### src/rtl/axil_default_slave.sv
// AXI-Lite default slave: answers every transaction that decodes to no window with DECERR.
// Latency: B one cycle after the last of AW/W handshakes, R one cycle after the AR handshake.
// Backpressure: one outstanding transaction per channel; readys drop until bready/rready drain the response.
//
// Ports (AXI-Lite slave side, all synchronous to aclk):
//   aclk, areset                  clock and synchronous active-high reset
//   s_aw*/s_w*/s_b*               write address / data / response channels
//   s_ar*/s_r*                    read address / data channels
//   err_addr, err_is_wr, err_cnt  decode-error log, present only when AXIL_DECERR_LOG_EN is defined
//
// The write and read FSMs are independent. Every output is decoded from state flops only,
// so there is no combinational path from any input to any output.
module axil_default_slave #(
  parameter int unsigned AXI_DATA_WIDTH = 32,
  parameter int unsigned AXI_ADDR_WIDTH = 32,
  parameter logic [31:0] RDATA_FILL     = 32'hDEAD_BEEF
) (
  input  logic                        aclk,
  input  logic                        areset,
  input  logic [AXI_ADDR_WIDTH-1:0]   s_awaddr,
  input  logic                        s_awvalid,
  output logic                        s_awready,
  input  logic [AXI_DATA_WIDTH-1:0]   s_wdata,
  input  logic [AXI_DATA_WIDTH/8-1:0] s_wstrb,
  input  logic                        s_wvalid,
  output logic                        s_wready,
  output logic [1:0]                  s_bresp,
  output logic                        s_bvalid,
  input  logic                        s_bready,
  input  logic [AXI_ADDR_WIDTH-1:0]   s_araddr,
  input  logic                        s_arvalid,
  output logic                        s_arready,
  output logic [AXI_DATA_WIDTH-1:0]   s_rdata,
  output logic [1:0]                  s_rresp,
  output logic                        s_rvalid,
  input  logic                        s_rready
`ifdef AXIL_DECERR_LOG_EN
  ,
  output logic [AXI_ADDR_WIDTH-1:0]   err_addr,
  output logic                        err_is_wr,
  output logic [15:0]                 err_cnt
`endif
);

  localparam logic [1:0]                RESP_DECERR = 2'b11;
  localparam logic [1:0]                RESP_OKAY   = 2'b00;
  localparam logic [AXI_DATA_WIDTH-1:0] FILL        = AXI_DATA_WIDTH'(RDATA_FILL);

  typedef enum logic [1:0] {
    W_IDLE    = 2'd0,
    W_WAIT_W  = 2'd1,
    W_WAIT_AW = 2'd2,
    W_RESP    = 2'd3
  } wr_state_e;

  typedef enum logic {
    R_IDLE = 1'b0,
    R_DATA = 1'b1
  } rd_state_e;

  wr_state_e wr_state_q, wr_state_d;
  rd_state_e rd_state_q, rd_state_d;

  logic aw_hs;
  logic w_hs;
  logic ar_hs;

  // Payloads are never stored; the addresses matter only to the optional log.
  logic unused_payload;
  assign unused_payload = ^{s_wdata, s_wstrb, s_awaddr, s_araddr};

  // ---------------- write channel ----------------
  always_ff @(posedge aclk) begin
    if (areset) begin
      wr_state_q <= W_IDLE;
    end else begin
      wr_state_q <= wr_state_d;
    end
  end

  always_comb begin
    wr_state_d = wr_state_q;
    s_awready  = 1'b0;
    s_wready   = 1'b0;
    s_bvalid   = 1'b0;
    s_bresp    = RESP_OKAY;
    unique case (wr_state_q)
      W_IDLE: begin
        s_awready = 1'b1;
        s_wready  = 1'b1;
        if (s_awvalid && s_wvalid) begin
          wr_state_d = W_RESP;
        end else if (s_awvalid) begin
          wr_state_d = W_WAIT_W;
        end else if (s_wvalid) begin
          wr_state_d = W_WAIT_AW;
        end
      end
      W_WAIT_W: begin
        s_wready = 1'b1;
        if (s_wvalid) begin
          wr_state_d = W_RESP;
        end
      end
      W_WAIT_AW: begin
        s_awready = 1'b1;
        if (s_awvalid) begin
          wr_state_d = W_RESP;
        end
      end
      W_RESP: begin
        s_bvalid = 1'b1;
        s_bresp  = RESP_DECERR;
        // Returning to IDLE for at least one cycle gives the one-bubble minimum between bursts.
        if (s_bready) begin
          wr_state_d = W_IDLE;
        end
      end
      default: wr_state_d = W_IDLE;
    endcase
  end

  assign aw_hs = s_awvalid && s_awready;
  assign w_hs  = s_wvalid && s_wready;

  // ---------------- read channel ----------------
  always_ff @(posedge aclk) begin
    if (areset) begin
      rd_state_q <= R_IDLE;
    end else begin
      rd_state_q <= rd_state_d;
    end
  end

  always_comb begin
    rd_state_d = rd_state_q;
    s_arready  = 1'b0;
    s_rvalid   = 1'b0;
    s_rresp    = RESP_OKAY;
    s_rdata    = '0;
    unique case (rd_state_q)
      R_IDLE: begin
        s_arready = 1'b1;
        if (s_arvalid) begin
          rd_state_d = R_DATA;
        end
      end
      R_DATA: begin
        s_rvalid = 1'b1;
        s_rresp  = RESP_DECERR;
        s_rdata  = FILL;
        if (s_rready) begin
          rd_state_d = R_IDLE;
        end
      end
      default: rd_state_d = R_IDLE;
    endcase
  end

  assign ar_hs = s_arvalid && s_arready;

  logic unused_hs;
  assign unused_hs = w_hs;

`ifdef AXIL_DECERR_LOG_EN
  // ---------------- decode-error log ----------------
  logic [AXI_ADDR_WIDTH-1:0] err_addr_q, err_addr_d;
  logic                      err_is_wr_q, err_is_wr_d;
  logic [15:0]               err_cnt_q, err_cnt_d;
  logic [16:0]               cnt_sum;

  always_comb begin
    err_addr_d  = err_addr_q;
    err_is_wr_d = err_is_wr_q;
    // A same-cycle AW overrides AR so the logged address is the write.
    if (aw_hs) begin
      err_addr_d  = s_awaddr;
      err_is_wr_d = 1'b1;
    end else if (ar_hs) begin
      err_addr_d  = s_araddr;
      err_is_wr_d = 1'b0;
    end
    // 17-bit sum exposes the carry used for saturation.
    cnt_sum   = {1'b0, err_cnt_q} + {16'd0, aw_hs} + {16'd0, ar_hs};
    err_cnt_d = cnt_sum[16] ? 16'hFFFF : cnt_sum[15:0];
  end

  always_ff @(posedge aclk) begin
    if (areset) begin
      err_addr_q  <= '0;
      err_is_wr_q <= 1'b0;
      err_cnt_q   <= '0;
    end else begin
      err_addr_q  <= err_addr_d;
      err_is_wr_q <= err_is_wr_d;
      err_cnt_q   <= err_cnt_d;
    end
  end

  assign err_addr  = err_addr_q;
  assign err_is_wr = err_is_wr_q;
  assign err_cnt   = err_cnt_q;
`else
  logic unused_log;
  assign unused_log = aw_hs ^ ar_hs;
`endif

endmodule

### config.mk
export PLATFORM = sky130hd
export DESIGN_NAME = axil_default_slave
export DESIGN_NICKNAME = d
export VERILOG_FILES = /design/src/rtl/axil_default_slave.sv
export SDC_FILE = /design/constraint.sdc
export NUM_CORES = 1
export LEC_CHECK = 0
export CAP_MARGIN = 20
export CORE_ASPECT_RATIO = 1.2
export CORE_UTILIZATION = 13
export CTS_CLUSTER_SIZE = 12
export DETAILED_ROUTE_END_ITERATION = 16
export MAX_ROUTING_LAYER = met4
export PLACE_DENSITY = 0.76
export SLEW_MARGIN = 25
export SYNTH_ARGS = -nofsm -noshare
export SYNTH_HDL_FRONTEND = slang
export SYNTH_SLANG_ARGS = --single-unit
export TNS_END_PERCENT = 20
### constraint.sdc
create_clock -name aclk -period 1.6 [get_ports aclk]
set_clock_uncertainty 0.15 [all_clocks]
set_input_delay 0.32 -clock aclk [delete_from_list [all_inputs] [get_ports aclk]]
set_output_delay 0.32 -clock aclk [all_outputs]
set_load 0.01 [all_outputs]
# Yosys cells after proc, flatten, opt, wreduce, memory -nomap -nowiden
# Cells that the tools add are included.
[totals]
regBits = 3
out_inout_bits = 41
input_bits = 107
elab_cells = 33
[op_classes]
n_reduce_logical = 5
bitwise_logic = 1
muxes = 18
eq_ne = 7
[op_table]
columns = ["cell", "n"]
rows = [
  ["two-way mux 32 bit", 1],
  ["two-way mux 2 bit", 8],
  ["case mux 2 bit (4 select lines)", 1],
  ["two-way mux 1 bit", 7],
  ["inequality test 2 bit, second input constant", 3],
  ["equality test 2 bit, second input constant", 2],
  ["inequality test 4 bit, second input constant", 1],
  ["AND reduction 4 bit", 1],
  ["OR reduction 2 bit", 2],
  ["equality test 2 x 1 -> 1 bit, second input constant", 1],
  ["logical NOT 2 bit", 1],
  ["case mux 1 bit (2 select lines)", 1],
  ["logical AND 1 bit", 1],
  ["inverter 1 bit", 1],
]

# Depth between registers and ports, before layout
# Gate-level depths: netlist of the first run.
[logic_depth]
word_depth = 4
mapped_depth = 6
depth_no_buf = 6

# Worst setup path before layout of the first run
# Ideal clock, no wire load.
[synth_path]
kind = "register -> register"
startpoint = "register wr_state_q[0]"
endpoint = "register wr_state_q[0]"
path_slack_ns = 0.091
n_path_buf = 0
synth_period_minus_slack_ns = 1.509
t_required_ns = 1.363
path_stages_with_launch = 7
t_arrival_ns = 1.272
setup_ns = 0.087
path_cell_list = "dfxtp_1 > inv_1 > ha_1 > nand2b_1 > a21oi_1 > or4_1 > o31ai_1"
[synth_via]
elab_chain_cells = 3
elab_cells_between_ends = 10
cone_classes = "eq/ne (7); mux (1); reduce/logical (2)"
[synth_rtl]
columns = ["element", "line", "rtl"]
rows = [
  ["from (decl)", "61", "wr_state_e wr_state_q, wr_state_d;"],
  ["from (signal assigned)", "77", "wr_state_q <= wr_state_d;"],
  ["equality test 2 bit, or another cell as far along", "87", "unique case (wr_state_q)"],
  ["inequality test 2 bit (no line) or inequality test 4 bit (tied branches)", "-", ""],
  ["AND reduction 4 bit (no line)", "-", ""],
]
# Several ways; a longest one is shown, not always the timed one.
# A chain may end at the register's enable or synchronous reset.

# Worst setup path in the final report of the first run
[layout_path]
startpoint = "register wr_state_q[1]"
endpoint = "register wr_state_q[0]"
# The elaborated chain is that of the path after synthesis.

==> impl_metrics.py, run 1 <==
metrics = {
    "power_and_ir_drop": {
        "cellPowerDensity_nw_per_um2": 1330,
        "p_leak_nw": 0.473,
        "ir_drop_mv": 0.617,
    },
    "timing": {
        "hold_violations": 0,
        "finalSetupViolations": 4,
        "max_freq_mhz": 597,
        "finalCriticalPeriod_ps": 1670,
        "whs_ps": 486,
        "setup_slack_ps": -74.0,
        "fin_crit_sh": 1.05,
        "finalMaxSlewViolations": 0,
        "rsz0062_at_grt": "yes",
    },
    "yosys": {
        "yosys_register_bits": 3,
        "synth.top_cell.area_share": 0.522,
        "ys_top_cells_by_area": "buf_4, ha_1, dfxtp_1",
        "synth_xor_area_frac": 0,
        "synth_fa_ha_area_frac": 0.121,
        "synth_top_family_by_area": "buffers and inverters",
        "synth_compound_area_frac": 0.0700,
        "yosys.area.top_type": "buf_4",
        "muxShareOfSynthArea": 0.0193,
        "yosys_warnings": 0,
        "syn_area_per_cell_sq_um": 7.73,
        "syn_inst": 67,
        "synth-seq-area-share": 0.116,
        "synthSimpleGateAreaFrac": 0.101,
        "syn_area_sq_um": 518,
        "ys_types": 15,
    },
    "grt": {
        "grt_pass1_vias": 412,
        "track_usage": 0.0545,
        "grt_max_degree": 29,
        "grt_remaining_overflow": 0,
        "grt_antenna_before_repair": 0,
        "grt_pass1_wl_mm": 1.60,
    },
    "routing": {
        "wl_mm": 1.22,
        "drc": 0,
        "dr.pass1.iters": 2,
        "wl_per_cell_microns": 8.56,
        "dr_total_vias": 462,
        "drtIter0Drc": 17,
        "vias_per_cell": 3.23,
        "ant_nets": 0,
    },
    "cells_and_area": {
        "stdcell_count": 143,
        "nNetsFinal": 204,
        "drive_above_1_share": 0.363,
        "final_common_cell": "dlygate4sd2_1",
        "diodes": 0,
        "stdcell_area_sq_um": 931,
        "mostFrequentLayoutCells": "dlygate4sd2_1, conb_1, buf_4",
        "synthToLayoutAreaGrowth_pct": 79.7,
        "fin_util": 0.250,
    },
    "clock_network": {
        "cts-hold-fix-buffers": 0,
        "root_buffer": "clkbuf_8",
        "clock-sinks": 3,
        "h-tree-depth": 1,
        "numCtsBuffers": 3,
        "clockBufferDepth": 2,
        "path_clk_slew_ps": 30,
        "clk_latency_ps": 220,
        "cts_tree": "done",
    },
    "placed_design": {
        "globalplace.congestion": 0.700,
        "dp.cells": 137,
        "postPlaceCellArea_sq_um": 802,
        "place_ws_ps": -271,
        "numPortBuffers": 39,
    },
    "die": {
        "num_rows": 24,
        "start_util": 0.139,
        "die_w_microns": 59.6,
        "boundaryPins": 148,
        "die_h_microns": 71.2,
        "fp.dieArea_sq_um": 4240,
        "core_area_sq_um": 3720,
    },
    "hold_path": {
        "hp-start": "wr_state_q[0]$_SDFFE_PP0P_",
        "worstHoldEndpoint": "wr_state_q[0]$_SDFFE_PP0P_",
        "hp-class": "flip-flop to flip-flop",
        "hold_depth": 3,
    },
    "setup_path": {
        "regToRegSetupSlack_ps": -70,
        "cp_max_fo": 3,
        "cp.arrival_ps": 1660,
        "worstRegToRegCells": 6,
        "worstReg2RegStart": "wr_state_q[1]$_SDFFE_PP0P_",
        "worst-setup-path-type": "flip-flop to flip-flop",
        "cp-end-kind": "flip-flop",
        "cp_data_required_time_ps": 1580,
        "worstSetupStartpointType": "flip-flop",
        "r2r_end": "wr_state_q[0]$_SDFFE_PP0P_",
    },
    "job": {
        "max-cap-violations": 0,
    },
    "run_status": {
        "violations": "negative setup slack",
        "status": "finished, violations left",
    },
}
[layer usage]
layer  track usage  vias to the layer above  wire [microns]
met5             -                        -               0
met4        0.0465                        0              17
met3        0.0128                        2             146
met2        0.0936                       41             593
met1        0.0485                      202             466
li1              -                      217               -
[registers in the layout, summed over array words and instances (netlist names)]
register / count
wr_state_q: 2
rd_state_q: 1
[where the power goes]
group          switching, W  internal, W  total [W]  leakage, nW
clock             0.0000594     0.000171   0.000230       0.0228
sequential        0.0000273     0.000110   0.000137       0.0258
combinational      0.000379     0.000491   0.000870        0.424
total              0.000465     0.000772    0.00124        0.473
[worst max-delay path, stage by stage, from the launching register on]
cell and delay (ps):
dfxtp_4 360, inv_4 50, buf_6 120, ha_4 260, mux2i_1 60, or4_4 520
o31ai_2 70
[through the flow]
step | setup TNS [ps] | total power, W
4_1_cts | -182 | 0.00107
3_5_place_dp | -1210 | 0.000751
2_1_floorplan | 0 | 0.000495
3_3_place_gp | -1050 | 0.000739
5_1_grt | -352 | 0.00132
6_report | -216 | 0.00124
[cells in the mapped netlist]
| master | number |
|---|---|
| buf_4 | 36 |
| dfxtp_1 | 3 |
| inv_1 | 6 |
| ha_1 | 5 |
| o22ai_1 | 1 |
| o31ai_1 | 2 |
| or4_1 | 2 |
| nor2_1 | 3 |
| o21ai_0 | 1 |
| a21oi_1 | 2 |
| nand3b_1 | 1 |
| conb_1 | 1 |
| or2_2 | 2 |
| nand2b_1 | 1 |
| mux2i_1 | 1 |
[layout make-up]
cell class	instances	area (sq um)
Multi-Input combinational cell	29	278
Fill cell	422	2790
Clock buffer	4	45.0
Inverter	6	27.5
Tap cell	52	65.1
Sequential cell	3	65.1
Timing Repair Buffer	49	450
[kinds of logic after synthesis]
group,after synthesis
mux,1
compound gates,6
other cells,1
flops,3
buf+inv,42
simple gates,9
fa+ha+maj,5
[how the worst max path moves through the flow]
stage,end,cells past startpoint,slack (ps),start
floorplan,wr_state_q[0]$_SDFFE_PP0P_,6,90,wr_state_q[0]$_SDFFE_PP0P_
global placement,s_wready,4,-260,wr_state_q[0]$_SDFFE_PP0P_
detailed placement,s_wready,4,-270,wr_state_q[0]$_SDFFE_PP0P_
CTS,wr_state_q[0]$_SDFFE_PP0P_,6,-80,wr_state_q[0]$_SDFFE_PP0P_
global route,wr_state_q[0]$_SDFFE_PP0P_,6,-110,wr_state_q[1]$_SDFFE_PP0P_
finish,wr_state_q[0]$_SDFFE_PP0P_,6,-70,wr_state_q[1]$_SDFFE_PP0P_
[timing repair]
item	CTS	global route
pin swaps	0	3
setup endpoints to repair	35	4
setup buffers	1	1
resized for setup	64	12
No activity file was read; power rests on OpenSTA's default activity.
==> inputs of run 2 (changes only) <==
- SETUP_SLACK_MARGIN: default -> 0.2
==> impl_metrics.py, run 2 (same netlist as run 1, synthesis figures left out) <==
metrics = {
    "grt": {
        "grt_pass1_wl_mm": 1.35,
        "grt_pass1_vias": 326,
        "track_usage": 0.0443,
        "grt_antenna_before_repair": 0,
        "grt_remaining_overflow": 0,
        "grt_max_degree": 28,
    },
    "setup_path": {
        "worstRegToRegCells": 6,
        "regToRegSetupSlack_ps": -60,
        "worst-setup-path-type": "flip-flop to flip-flop",
        "cp_data_required_time_ps": 1580,
        "path_cells": "inv_4, buf_6, ha_4, mux2i_1, or4_4, o31ai_4",
        "cp_max_fo": 3,
        "critPathTopFamily": "simple AND/OR/NAND/NOR gates",
        "worstReg2RegStart": "wr_state_q[0]$_SDFFE_PP0P_",
        "slowest_delay_ps": 500,
        "cp_slowest_cell": "or4_4",
        "path_buf_inv": 2,
        "r2r_end": "wr_state_q[0]$_SDFFE_PP0P_",
        "worstSetupStartpointType": "flip-flop",
        "cp-end-kind": "flip-flop",
        "cp.arrival_ps": 1640,
    },
    "clock_network": {
        "h-tree-depth": 1,
        "clock-sinks": 3,
        "path_clk_slew_ps": 40,
        "cts-hold-fix-buffers": 0,
        "post-cts-setup-buffers": 0,
        "root_buffer": "clkbuf_8",
        "cts_tree": "done",
        "clockBufferDepth": 2,
        "numCtsBuffers": 3,
        "clk_latency_ps": 220,
    },
    "cells_and_area": {
        "synthToLayoutAreaGrowth_pct": 56.3,
        "regMostFlops": "wr_state_q",
        "nNetsFinal": 201,
        "largest_reg_flops": 2,
        "stdcell_count": 140,
        "fillers": 443,
        "drive_above_1_share": 0.682,
        "stdcell_area_sq_um": 810,
        "mostFrequentLayoutCells": "buf_2, conb_1, buf_6",
        "diodes": 0,
        "fin_util": 0.217,
        "final_common_cell": "buf_2",
        "reg.largest.list": "wr_state_q (2), rd_state_q (1)",
    },
    "die": {
        "boundaryPins": 148,
        "num_rows": 24,
        "die_h_microns": 71.2,
        "core_area_sq_um": 3720,
        "fp.dieArea_sq_um": 4240,
        "die_w_microns": 59.6,
        "start_util": 0.139,
    },
    "placed_design": {
        "dp.cells": 136,
        "hpwlAfterDp_microns": 769,
        "postPlaceCellArea_sq_um": 858,
        "numPortBuffers": 39,
        "globalplace.congestion": 0.635,
    },
    "timing": {
        "tns_ps": -132,
        "setup_slack_ps": -57.6,
        "finalCriticalPeriod_ps": 1660,
        "finalMaxSlewViolations": 0,
        "fin_crit_sh": 1.04,
        "finalSetupViolations": 4,
        "max_freq_mhz": 603,
        "hold_violations": 0,
        "rsz0062_at_grt": "yes",
    },
    "hold_path": {
        "hold_depth": 3,
        "worstHoldEndpoint": "rd_state_q$_SDFF_PP0_",
        "hp-start": "rd_state_q$_SDFF_PP0_",
        "hp-class": "flip-flop to flip-flop",
    },
    "routing": {
        "dr.pass1.iters": 4,
        "wl_per_cell_microns": 7.41,
        "wl_mm": 1.04,
        "vias_per_cell": 3.24,
        "drc": 0,
        "dr_total_vias": 453,
        "ant_nets": 0,
        "drtIter0Drc": 5,
    },
    "power_and_ir_drop": {
        "cellPowerDensity_nw_per_um2": 1440,
        "p_leak_nw": 0.399,
        "ir_drop_mv": 0.793,
        "power_w": 0.00116,
    },
    "run_status": {
        "violations": "negative setup slack",
        "status": "finished, violations left",
    },
    "job": {
        "max-cap-violations": 0,
    },
}
run 2: where the power goes:
group	internal (W)	switching, W
Clock	0.000171	0.0000591
Combinational	0.000436	0.000342
Sequential	0.000115	0.0000401
Total	0.000722	0.000441
run 2: metrics by stage:
step                      hold WS (ps)  setup WS, ps
after floorplan                    235           134
after global placement             416          -234
after detailed placement           425          -260
after CTS                          431         -55.5
after global routing               494          -103
final                              431         -57.6
run 2: how the worst max path moves through the flow:
stage | startpoint | end | slack [ps] | cells after the start
2_1_floorplan | wr_state_q[1]$_SDFFE_PP0P_ | wr_state_q[1]$_SDFFE_PP0P_ | 130 | 6
3_3_place_gp | s_wvalid | wr_state_q[0]$_SDFFE_PP0P_ | -230 | 5
3_5_place_dp | s_wvalid | wr_state_q[0]$_SDFFE_PP0P_ | -260 | 5
4_1_cts | wr_state_q[1]$_SDFFE_PP0P_ | wr_state_q[0]$_SDFFE_PP0P_ | -60 | 7
5_1_grt | wr_state_q[0]$_SDFFE_PP0P_ | wr_state_q[0]$_SDFFE_PP0P_ | -100 | 6
6_report | wr_state_q[0]$_SDFFE_PP0P_ | wr_state_q[0]$_SDFFE_PP0P_ | -60 | 6
run 2: layer usage:
layer  up-vias  routed length (microns)  global-route usage
met4         0                       10              0.0284
met2        44                      483              0.0774
met3         2                      169              0.0110
met5         -                        0                   -
li1        213                        -                   -
met1       194                      375              0.0419
run 2: cell type report:
cell class | instances | area [sq um] | area share
well taps | 52 | 65.1 | 0.0804
clock buffers | 4 | 45.0 | 0.0556
flip-flops and latches | 3 | 68.8 | 0.0850
repair buffers | 46 | 327 | 0.403
multi-input cells | 29 | 277 | 0.342
inverters | 6 | 27.5 | 0.0340
run 2: repair_timing:
action                                  CTS  global route
pin swaps                                 3             1
endpoints found under the setup margin   35             8
gates resized for setup                 136             8
run 2: worst register-to-register path, cell delays in order, from the launching register on:
cell and delay (ps):
dfxtp_4 370, inv_4 50, buf_6 120, ha_4 250, mux2i_1 60, or4_4 500
o31ai_4 70
